### config.mk
export PLATFORM = sky130hd
export DESIGN_NAME = psum_drain_quant
export DESIGN_NICKNAME = d
export VERILOG_FILES = /design/src/rtl/psum_drain_quant.sv
export SDC_FILE = /design/constraint.sdc
export NUM_CORES = 1
export LEC_CHECK = 0
export CORE_MARGIN = 2
export CORE_UTILIZATION = 34
export CTS_BUF_LIST = sky130_fd_sc_hd__clkbuf_2
export DETAILED_ROUTE_END_ITERATION = 10
export DONT_BUFFER_PORTS = 1
export PLACE_DENSITY_LB_ADDON = 0.25
export SETUP_SLACK_MARGIN = 0.15
export SYNTH_ARGS = -nofsm -noshare
export SYNTH_HDL_FRONTEND = slang
export SYNTH_SLANG_ARGS = --single-unit
### constraint.sdc
create_clock -name clk -period 7.3 [get_ports clk]
set_input_delay 0.73 -clock clk [delete_from_list [all_inputs] [get_ports clk]]
set_output_delay 0.73 -clock clk [all_outputs]
set_load 0.03 [all_outputs]
### src/rtl/psum_drain_quant.sv
// Snapshots the array's column sums on a completed tile, requantizes each word
// (round, shift, optional ReLU, saturate) and streams one column per handshake.
module psum_drain_quant #(
  parameter int ARRAY_SIZE = 4,
  parameter int DATA_W     = 32,
  parameter int OUT_W      = 8,
  parameter int COL_W      = (ARRAY_SIZE > 1) ? $clog2(ARRAY_SIZE) : 1
) (
  input  logic                                clk,
  input  logic                                nRST,
  input  logic [ARRAY_SIZE-1:0][DATA_W-1:0]   acc_in,
  input  logic                                acc_valid,
  input  logic [4:0]                          shift_amt,
  input  logic                                relu_en,
  output logic signed [OUT_W-1:0]             out_data,
  output logic [COL_W-1:0]                    out_col,
  output logic                                out_valid,
  input  logic                                out_ready,
  output logic                                out_last,
  output logic                                busy,
  output logic                                drop_err,
  input  logic                                err_clr
);

  typedef enum logic {IDLE, DRAIN} state_t;

  localparam logic [COL_W-1:0]      LAST_COL = COL_W'(ARRAY_SIZE - 1);
  localparam logic signed [DATA_W:0] ONE     = (DATA_W+1)'(1);
  localparam logic signed [DATA_W:0] SAT_MAX = (DATA_W+1)'((1 << (OUT_W - 1)) - 1);
  localparam logic signed [DATA_W:0] SAT_MIN = -SAT_MAX - ONE;

  state_t                           state, state_next;
  logic [COL_W-1:0]                 col, col_next;
  logic [ARRAY_SIZE-1:0][DATA_W-1:0] snap;
  logic [4:0]                       shift_q;
  logic                             relu_q;
  logic                             capture, drop, fire, at_last;

  logic signed [DATA_W:0]           xe, rnd, y;
  logic signed [OUT_W-1:0]          sat;

  always_ff @(posedge clk or negedge nRST) begin
    if (!nRST) state <= IDLE;
    else       state <= state_next;
  end

  always_comb begin
    state_next = state;
    col_next   = col;
    capture    = 1'b0;
    drop       = 1'b0;
    fire       = (state == DRAIN) && out_ready;
    at_last    = (col == LAST_COL);
    unique case (state)
      IDLE: begin
        if (acc_valid) begin
          capture    = 1'b1;
          state_next = DRAIN;
          col_next   = '0;
        end
      end
      DRAIN: begin
        // Only the final handshake may absorb a new snapshot; anything else is dropped.
        if (fire && at_last) begin
          col_next = '0;
          if (acc_valid) capture    = 1'b1;
          else           state_next = IDLE;
        end else begin
          if (fire)      col_next = col + 1'b1;
          if (acc_valid) drop     = 1'b1;
        end
      end
      default: state_next = IDLE;
    endcase
  end

  always_ff @(posedge clk or negedge nRST) begin
    if (!nRST) begin
      col      <= '0;
      snap     <= '0;
      shift_q  <= '0;
      relu_q   <= 1'b0;
      drop_err <= 1'b0;
    end else begin
      col <= col_next;
      if (capture) begin
        snap    <= acc_in;
        shift_q <= shift_amt;
        relu_q  <= relu_en;
      end
      if (drop)         drop_err <= 1'b1;
      else if (err_clr) drop_err <= 1'b0;
    end
  end

  // One extra bit of headroom keeps the rounding add from overflowing.
  always_comb begin
    xe  = {snap[col][DATA_W-1], snap[col]};
    rnd = '0;
    y   = xe;
    if (32'(shift_q) >= 32'(DATA_W)) begin
      y = '0;
    end else if (shift_q != '0) begin
      rnd = ONE <<< (shift_q - 5'd1);
      y   = (xe + rnd) >>> shift_q;
    end
    if (relu_q && y[DATA_W]) y = '0;
    if (y > SAT_MAX)      sat = SAT_MAX[OUT_W-1:0];
    else if (y < SAT_MIN) sat = SAT_MIN[OUT_W-1:0];
    else                  sat = y[OUT_W-1:0];
  end

  assign out_valid = (state == DRAIN);
  assign busy      = (state == DRAIN);
  assign out_last  = (state == DRAIN) && at_last;
  assign out_col   = col;
  assign out_data  = (state == DRAIN) ? sat : '0;

endmodule
## Word level (Yosys, flattened, before mapping)

Cells that the tools add are included.

| operators by class | value |
|---|---|
| shift operators | 2 |
| mux-type cells | 20 |
| equality and inequality tests | 3 |
| $lt $le $gt $ge | 3 |
| add/sub/neg operators | 3 |
| reduce and logical (&&, ||, !) cells | 7 |
| bitwise logic cells | 1 |

Operators by type and width:

| cell | count |
|---|---|
| 33-bit two-way mux | 2 |
| 32-bit binary-select mux with 2-bit select | 1 |
| 32-bit by 33-bit adder with 33-bit output | 1 |
| 33-bit by 8-bit greater-than comparator with 1-bit output (second input constant) | 1 |
| 33-bit by 8-bit < comparator with 1-bit output (second input constant) | 1 |
| 2-bit by 5-bit <<< shifter with 33-bit output (first input constant) | 1 |
| 33-bit by 5-bit >>> shifter with 33-bit output | 1 |
| 32-bit two-way mux | 1 |
| 8-bit two-way mux | 3 |
| 1-bit two-way mux | 7 |
| 2-bit two-way mux | 3 |
| 5-bit nonzero test | 1 |
| 5-bit by 1-bit subtractor with 5-bit output (second input constant) | 1 |
| 1-bit logical AND | 4 |
| 1-bit case mux with 2 select lines | 2 |
| 2-bit case mux with 2 select lines | 1 |
| 2-bit by 3-bit < comparator with 1-bit output (second input constant) | 1 |
| 3-bit by 1-bit inequality test with 1-bit output (second input constant) | 1 |
| 2-bit by 1-bit adder with 2-bit output (second input constant) | 1 |
| 2-bit == test (second input constant) | 1 |
| 2-bit inequality test (second input constant) | 1 |
| 2-bit AND reduction | 1 |
| 2-bit nonzero test | 1 |
| 1-bit inverter | 1 |

| word-level totals | value |
|---|---|
| flip-flop bits (word level) | 138 |
| logic and storage cells | 48 |
| output and inout bits | 14 |
| input port bits | 139 |

## Depth between registers and ports, before layout

Gate-level depths: netlist (run 1).

| depth | value |
|---|---|
| depth after elaboration | 11 |
| mapped depth | 23 |
| mapped depth without buffers | 19 |

## Worst setup path before layout (run 1)

OpenSTA, ideal clock, no wires.

| path | value |
|---|---|
| path type | register -> output |
| start point | register col[0], in the netlist out_col[0] |
| end point | output out_data[0] |
| data arrival time | 6.588 ns |
| stages on the path, launching flop included | 23 |
| data required time | 6.570 ns |
| path buffers | 5 |
| setup slack | -0.018 ns |
| path through | dfrtp_1 buf_6 buf_2 clkbuf_1 clkbuf_1 mux4_2 ha_1 inv_1 fa_1 nand2b_1 a21oi_2 o21ai_2 a2111oi_4 nor4_2 or3_1 buf_2 mux4_2 o211ai_2 nor4b_4 nand2_1 or4_1 o31a_1 o21bai_1 |

| on the way | value |
|---|---|
| word-level cells in the longest chain between the ends | 11 |
| elaborated cells between the ends (all ways) | 12 |
| classes of those cells | add/sub (1); order compare (2); shift (1); mux (7); reduce/logical (1) |

Ends and longest elaborated chain:

| item | RTL line | text |
|---|---|---|
| start, declared | 33 | `logic [COL_W-1:0] col, col_next;` |
| start signal, assigned | 85 | `col <= col_next;` |
| 32-bit binary-select mux with 2-bit select * | 98 | `xe = {snap[col][DATA_W-1], snap[col]};` |
| 32-bit two-way mux (not written as such) * | 98 |  |
| 32-bit by 33-bit adder with 33-bit output | 105 | `y = (xe + rnd) >>> shift_q;` |
| 33-bit by 5-bit >>> shifter with 33-bit output | 105 |  |
| 33-bit two-way mux * | 103 | `end else if (shift_q != '0) begin` |
| 1-bit logical AND | 107 | `if (relu_q && y[DATA_W]) y = '0;` |
| 33-bit two-way mux * | 107 |  |
| 33-bit by 8-bit < comparator with 1-bit output | 109 | `else if (y < SAT_MIN) sat = SAT_MIN[OUT_W-1:0];` |
| 8-bit two-way mux | 109 |  |
| 8-bit two-way mux * | 108 | `if (y > SAT_MAX) sat = SAT_MAX[OUT_W-1:0];` |
| 8-bit two-way mux * | 117 | `assign out_data = (state == DRAIN) ? sat : '0;` |
| end, declared | 15 | `output logic signed [OUT_W-1:0] out_data,` |

Every way passes the cells marked *; elsewhere a longest branch is shown, timed or not. The select of a mux whose other input is x is not followed.

## Worst setup path in the final report (run 1)

| path | value |
|---|---|
| start point | register shift_q[3] |
| end point | output out_data[5] |

| on the way | value |
|---|---|
| word-level cells in the longest chain between the ends | 11 |
| elaborated cells between the ends (all ways) | 13 |
| classes of those cells | add/sub (2); order compare (2); shift (2); mux (5); reduce/logical (2) |

Ends and longest elaborated chain:

| item | RTL line | text |
|---|---|---|
| start, declared | 35 | `logic [4:0] shift_q;` |
| start signal, assigned | 88 | `shift_q <= shift_amt;` |
| 5-bit by 1-bit subtractor with 5-bit output | 104 | `rnd = ONE <<< (shift_q - 5'd1);` |
| 2-bit by 5-bit <<< shifter with 33-bit output | 104 |  |
| 32-bit by 33-bit adder with 33-bit output | 105 |  |
| 33-bit by 5-bit >>> shifter with 33-bit output | 105 |  |
| 33-bit two-way mux * | 103 |  |
| 1-bit logical AND | 107 |  |
| 33-bit two-way mux * | 107 |  |
| 33-bit by 8-bit < comparator with 1-bit output | 109 |  |
| 8-bit two-way mux | 109 |  |
| 8-bit two-way mux * | 108 |  |
| 8-bit two-way mux * | 117 |  |

Every way passes the cells marked *; elsewhere a longest branch is shown, timed or not.

==> flow_summary_export.csv, run 1 <==
group,metric,value,unit
outcome,status,"completed",
setup_path,worstPathRequired,6.57,ns
synthesis,post_synth_num_cell_types,88,
synthesis,yosysMostFrequentCell,"mux2_2",
clocking,cts_tree,"yes",
drt,drt_iter0_drc,1045,
global_routing,overflow,0,
place,place_congestion,1.01,
clocking,clk_pin_slew,0.25,ns
floorplanning,fp.coreArea,33600,µm²
synthesis,synth_async_sr_flop_share,1.00,
setup_path,crit_chain,"buf_4 > nor2_1 > buf_4 > nand2_2 > nor2_2 > ha_4 > nand4_1 > nor2_1 > a22o_1 > or4_1 > and3_1 > a31oi_1 > buf_4 > o2bb2a_1 > a21oi_1 > o31a_1 > o2111ai_1 > nor4b_2 > a31oi_2 > o21bai_1 > buf_4",
place,io_buffers,0,
run,cap_violations,0,
setup_path,worstPathArrival,6.20,ns
timing,finalSetupViolCount,0,
place,pre_cts_ws,0.474,ns
setup_path,path_class,"reg -> out",
global_routing,grt_antenna_before_repair,3,
synthesis,ys_ff_latch,138,
synthesis,syn_inst,1258,
timing,fmax,0.144,GHz
setup_path,crit_path_top_delay_cell,"dfrtp_2",
timing,rsz0062_at_grt,"false",
drt,viasPerCell,6.32,
setup_path,crit_top_cell,"buf_4",
clocking,clock_latency,0.74,ns
clocking,h-tree-depth,4,
setup_path,start_kind,"flop",
clocking,cts_buffer_depth,2,
synthesis,syn_nets,1431,
synthesis,synth_edf_count,0,
global_routing,grt_max_degree,139,
global_routing,grt_pass1_wl,71600,µm
synthesis,synth_warnings,0,
synthesis,yosys-top-cells-area,"dfrtp_1, mux2_2, mux4_2, a21oi_1, nand2_1",
timing,report.final.slew_viol_count,0,
drt,wl_per_cell,28.1,µm
synthesis,seq_area_frac_synth,0.297,
drt,first_pass_iters,7,
floorplanning,die_w,189,µm
drt,drcViolationCount,0,
floorplanning,initial_core_util,0.345,
synthesis,ys_top_cells_by_count,"mux2_2, dfrtp_1, nand2_1, nor2_1, a21oi_1",
floorplanning,row_count,67,
setup_path,critPathMaxStageDelay,0.53,ns
synthesis,synth_flop_cell,"dfrtp_1",
setup_path,cp-end-kind,"output port",
clocking,cts_root_buf,"clkbuf_2",
timing,tightest_slew,0.927,ns
floorplanning,die_area,35600,µm²
place,dp_hpwl,38200,µm
synthesis,synth_area,11600,µm²
timing,fin_skew,0.0601,ns
floorplanning,fp.dieH,189,µm
drt,vias,11000,
finish,syn_to_final_growth,15.8,%
synthesis,synth_top_area_frac,0.297,
finish,fin_nets,1457,
timing,hold_viol,0,
finish,drive_gt1_frac,0.348,
clocking,cts_sinks,138,
drt,antenna_left,0,
timing,layout_setup_ws,0.373,ns
global_routing,grt_pass1_vias,10900,
timing,period_minus_slack,6.93,ns
synthesis,avgSynthCellArea,9.23,µm²
timing,setup_tns,0,ns
worst_hold_path,hold_class,"in -> reg",
global_routing,grt_usage,0.270,
clocking,cts_buffers,17,
setup_path,cp_max_fo,17,
synthesis,synth_top_cell_by_area,"dfrtp_1",
timing,slew_headroom,0.382,
drt,drt_wl_total,49100,µm
floorplanning,pin_count,153,
timing,min_period_over_period,0.949,
## kinds of logic after synthesis
| logic type | synth area share |
|---|---|
| AO/OA/AOI/OAI | 0.220 |
| multiplexers | 0.232 |
| XOR/XNOR | 0.0166 |
| buffers and inverters | 0.0369 |
| flip-flops | 0.297 |
| AND/OR/NAND/NOR | 0.160 |
| adder cells (fa/ha/maj) | 0.0373 |
## state kept, by name, summed over array words and instances, names as in the netlist
signal    cells
busy          1
drop_err      1
out_col       2
relu_q        1
shift_q       5
snap        128
## cells in the final DEF (no fill, tap or decap), types with 19 or more instances in the layout
cell,instances
mux4_2,38
o21ai_0,42
mux2_2,144
a21oi_1,72
dfrtp_1,132
nand2_1,105
o211ai_1,19
a211oi_1,21
buf_4,85
nand3_1,27
nor3_1,20
nor2_1,101
## area by class of cell
class                   count  area, µm²
fillers                  3382      20200
multi-input cells        1017       8330
flip-flops and latches    138       3460
repair buffers             97        843
well taps                 448        561
clock inverters            12        103
clock buffers              18       90.1
inverters                  13       52.6
diodes                      1       2.50
## layer usage
| metal | track usage | vias up | wire length, µm |
|---|---|---|---|
| met5 | 0 | - | 23 |
| met4 | 0.121 | 4 | 2500 |
| met3 | 0.0646 | 145 | 4170 |
| met2 | 0.434 | 558 | 22600 |
| met1 | 0.344 | 5445 | 19800 |
| li1 | - | 4874 | - |
## path summary, 6_finish.rpt
path | depth (start not counted) | slack, ns | endpoint | start
setup / recovery | 21 | 0.37 | out_data[5] | shift_q[3]
hold / removal | 1 | 0.07 | out_col[1] | acc_valid
setup reg to reg | 7 | 3.67 | snap[23] | out_col[1]
hold reg to reg | 1 | 0.53 | snap[5] | snap[5]
max in group asynchronous | 2 | 6.11 | snap[16] | nRST
min in group asynchronous | 2 | 0.62 | snap[124] | nRST
## stage by stage
stage / instances / util / cell area, µm² / hold WS [ns]
final: 1744 / 0.400 / 13400 / 0.0719
after CTS: 1726 / 0.379 / 12700 / 0.0254
after global routing: 1744 / 0.400 / 13400 / 0.0138
after floorplan: 1258 / - / 11600 / 0.434
after detailed placement: 1686 / 0.367 / 12300 / 0.438
after global placement: 1686 / 0.367 / 12300 / 0.438
## worst max-delay path, delay by kind of cell (launching register included)
family                     cells  cell delay, ns
and+or+nand+nor                8            2.05
AOI/OAI and AO/OA              8            1.78
buffers and inverters          4            0.78
DFF                            1            0.53
adders and majority gates      1            0.28
## timing repair
item                       in CTS  in global routing
setup endpoints to repair       7                  7
cloned                          0                  1
pin swaps                       3                 18
hold buffers                    2                  1
hold endpoints to repair      138                  1
gates resized for setup        25                134
buffers inserted                8                 15
Power of run 1 is left out: the tool's default activity adds up to more than one toggle a clock period on the data nets, which glitch-free logic cannot reach.
==> run 2, diff against run 1 <==
--- a/config.mk
+++ b/config.mk
@@ -10,8 +10,10 @@
 export CTS_BUF_LIST = sky130_fd_sc_hd__clkbuf_2
 export DETAILED_ROUTE_END_ITERATION = 10
 export DONT_BUFFER_PORTS = 1
-export PLACE_DENSITY_LB_ADDON = 0.25
+export HOLD_SLACK_MARGIN = 0.05
+export PLACE_DENSITY = 0.44
 export SETUP_SLACK_MARGIN = 0.15
+export SKIP_LAST_GASP = 1
 export SYNTH_ARGS = -nofsm -noshare
 export SYNTH_HDL_FRONTEND = slang
 export SYNTH_SLANG_ARGS = --single-unit
==> run 2 against run 1 <==
Effect of this change: final cell count grew 6.1%; sequential share of layout area shrank 2.6 points; design area grew 11%; setup slack gained 0.034 ns; sequential cell count is the same; global-route usage grew 0.94 points; first-iteration DRC count grew 8.1%; clock skew shrank 0.014 ns; count of clock-buffer cells in the layout is the same; routed wire length grew 3.0%; utilization grew 4.5 points; hold slack gained 0.079 ns.
==> flow_summary_export.csv, run 2 (synthesized netlist as in run 1, its figures left out) <==
group,metric,value,unit
floorplanning,die_w,189,µm
place,dp_hpwl,38500,µm
floorplanning,pin_count,153,
timing,setup_tns,0,ns
setup_path,cp_num_buf_inv,2,
timing,rsz0062_at_grt,"false",
drt,drt_iter0_drc,1130,
outcome,status,"completed",
timing,fmax,0.145,GHz
timing,hold_viol,0,
setup_path,worstPathArrival,6.16,ns
setup_path,crit_path_top_delay_cell,"dfrtp_4",
setup_path,worstPathRequired,6.57,ns
drt,antenna_left,0,
worst_hold_path,hold-path-cell-count,1,
timing,finalSetupViolCount,0,
clocking,cts_sinks,138,
timing,tightest_slew,0.922,ns
worst_hold_path,holdPathEnd,"snap[37]",
drt,drcViolationCount,0,
finish,mostFrequentLayoutCell,"mux2_2",
global_routing,grt_pass1_vias,11400,
floorplanning,die_area,35600,µm²
timing,slew_headroom,0.385,
timing,fin_skew,0.0464,ns
place,io_buffers,0,
setup_path,cp_max_fo,8,
setup_path,regToRegSetupSlack,3.92,ns
finish,drive_gt1_frac,0.358,
setup_path,cp-end-kind,"output port",
setup_path,path_class,"reg -> out",
clocking,clk_pin_slew,0.19,ns
clocking,cts_buffers,17,
setup_path,crit_top_cell,"mux4_2",
setup_path,crit_chain,"clkbuf_16 > mux4_2 > ha_2 > a21oi_2 > o21ai_0 > a211oi_1 > o21ai_1 > o21a_1 > or2_2 > mux4_2 > o211ai_2 > nor4b_4 > nand2_1 > or4_1 > o31a_1 > o21bai_1 > buf_4",
floorplanning,fp.dieH,189,µm
finish,register_area,3460,µm²
timing,period_minus_slack,6.89,ns
setup_path,r2r_start,"busy",
finish,n_fill_cell,3320,
global_routing,grt_pass1_wl,74300,µm
floorplanning,initial_core_util,0.345,
finish,regMostFlops,"snap",
finish,syn_to_final_growth,28.7,%
finish,multiInputGateArea,8730,µm²
setup_path,start_kind,"flop",
global_routing,grt_max_degree,139,
drt,drt_wl_total,50500,µm
setup_path,crit_family,"compound AO/OA/AOI/OAI gates",
setup_path,r2r_cells,4,
finish,fin_nets,1561,
drt,first_pass_iters,5,
global_routing,grt_antenna_before_repair,7,
floorplanning,fp.coreArea,33600,µm²
drt,viasPerCell,6.15,
clocking,cts_tree,"yes",
global_routing,overflow,0,
worst_hold_path,hold_class,"in -> reg",
clocking,clock_latency,0.73,ns
worst_hold_path,hold_start,"acc_in[37]",
floorplanning,row_count,67,
setup_path,critPathMaxStageDelay,0.60,ns
global_routing,grt_usage,0.279,
finish,largest_reg_flops,128,
clocking,cts_root_buf,"clkbuf_2",
finish,most-common-layout-cells,"mux2_2, dfrtp_1, nand2_1, nor2_1, buf_4",
timing,min_period_over_period,0.944,
run,cap_violations,0,
place,place_congestion,1.01,
drt,vias,11400,
timing,report.final.slew_viol_count,0,
drt,wl_per_cell,27.3,µm
clocking,h-tree-depth,4,
clocking,cts_buffer_depth,2,
setup_path,rr_endpoint,"snap[56]",
[run 2: cell count changes in the layout (fill, tap and decap cells not counted), moves of 6 or more]
| cell | delta |
|---|---|
| ha_2 | -11 |
| ha_1 | -9 |
| buf_4 | +10 |
| ha_4 | +20 |
| a21oi_1 | -6 |
| dlygate4sd3_1 | +87 |
[run 2: area by class of cell]
class | instances | share of cell area
Sequential cell | 138 | 0.232
Tap cell | 448 | 0.0375
Multi-Input combinational cell | 1017 | 0.584
Clock inverter | 13 | 0.0118
Timing Repair Buffer | 201 | 0.125
Inverter | 13 | 0.00327
Clock buffer | 18 | 0.00603
Antenna cell | 3 | 0.000502
[run 2: timing repair]
item	CTS	global route
hold buffers	79	11
hold endpoints to repair	216	11
resized for setup	80	137
buffers inserted	11	31
pin swaps	9	34
endpoints found under the setup margin	7	7
cloned	0	1
[run 2: layer usage]
layer / vias to the layer above / GRT usage / part of all wire
met3: 147 / 0.0553 / 0.071
met4: 10 / 0.136 / 0.054
li1: 5077 / - / -
met2: 564 / 0.440 / 0.45
met5: - / 0 / 0.0012
met1: 5587 / 0.366 / 0.42
[run 2: how the worst max path moves through the flow]
| stage | start | to | slack (ns) | cells after the start |
|---|---|---|---|---|
| 2_1_floorplan | out_col[0] | out_data[0] | 0.19 | 22 |
| 3_3_place_gp | out_col[1] | out_data[0] | 0.14 | 17 |
| 3_5_place_dp | out_col[1] | out_data[3] | 0.21 | 17 |
| 4_1_cts | out_col[0] | out_data[6] | 0.15 | 17 |
| 5_1_grt | out_col[0] | out_data[6] | 0.12 | 17 |
| 6_report | out_col[0] | out_data[6] | 0.41 | 17 |
[run 2: per-stage QoR]
| stage | hold WS, ns | instance area [µm²] | utilization | setup slack [ns] | std cells |
|---|---|---|---|---|---|
| after CTS | 0.0504 | 13800 | 0.411 | 0.151 | 1805 |
| final | 0.151 | 14900 | 0.444 | 0.407 | 1851 |
| after floorplan | 0.434 | 11600 | - | 0.187 | 1258 |
| after detailed placement | 0.437 | 12300 | 0.367 | 0.211 | 1684 |
| after global routing | 0.0493 | 14900 | 0.444 | 0.123 | 1849 |
| after global placement | 0.437 | 12300 | 0.367 | 0.145 | 1684 |
Power of run 2 is left out for the same reason.
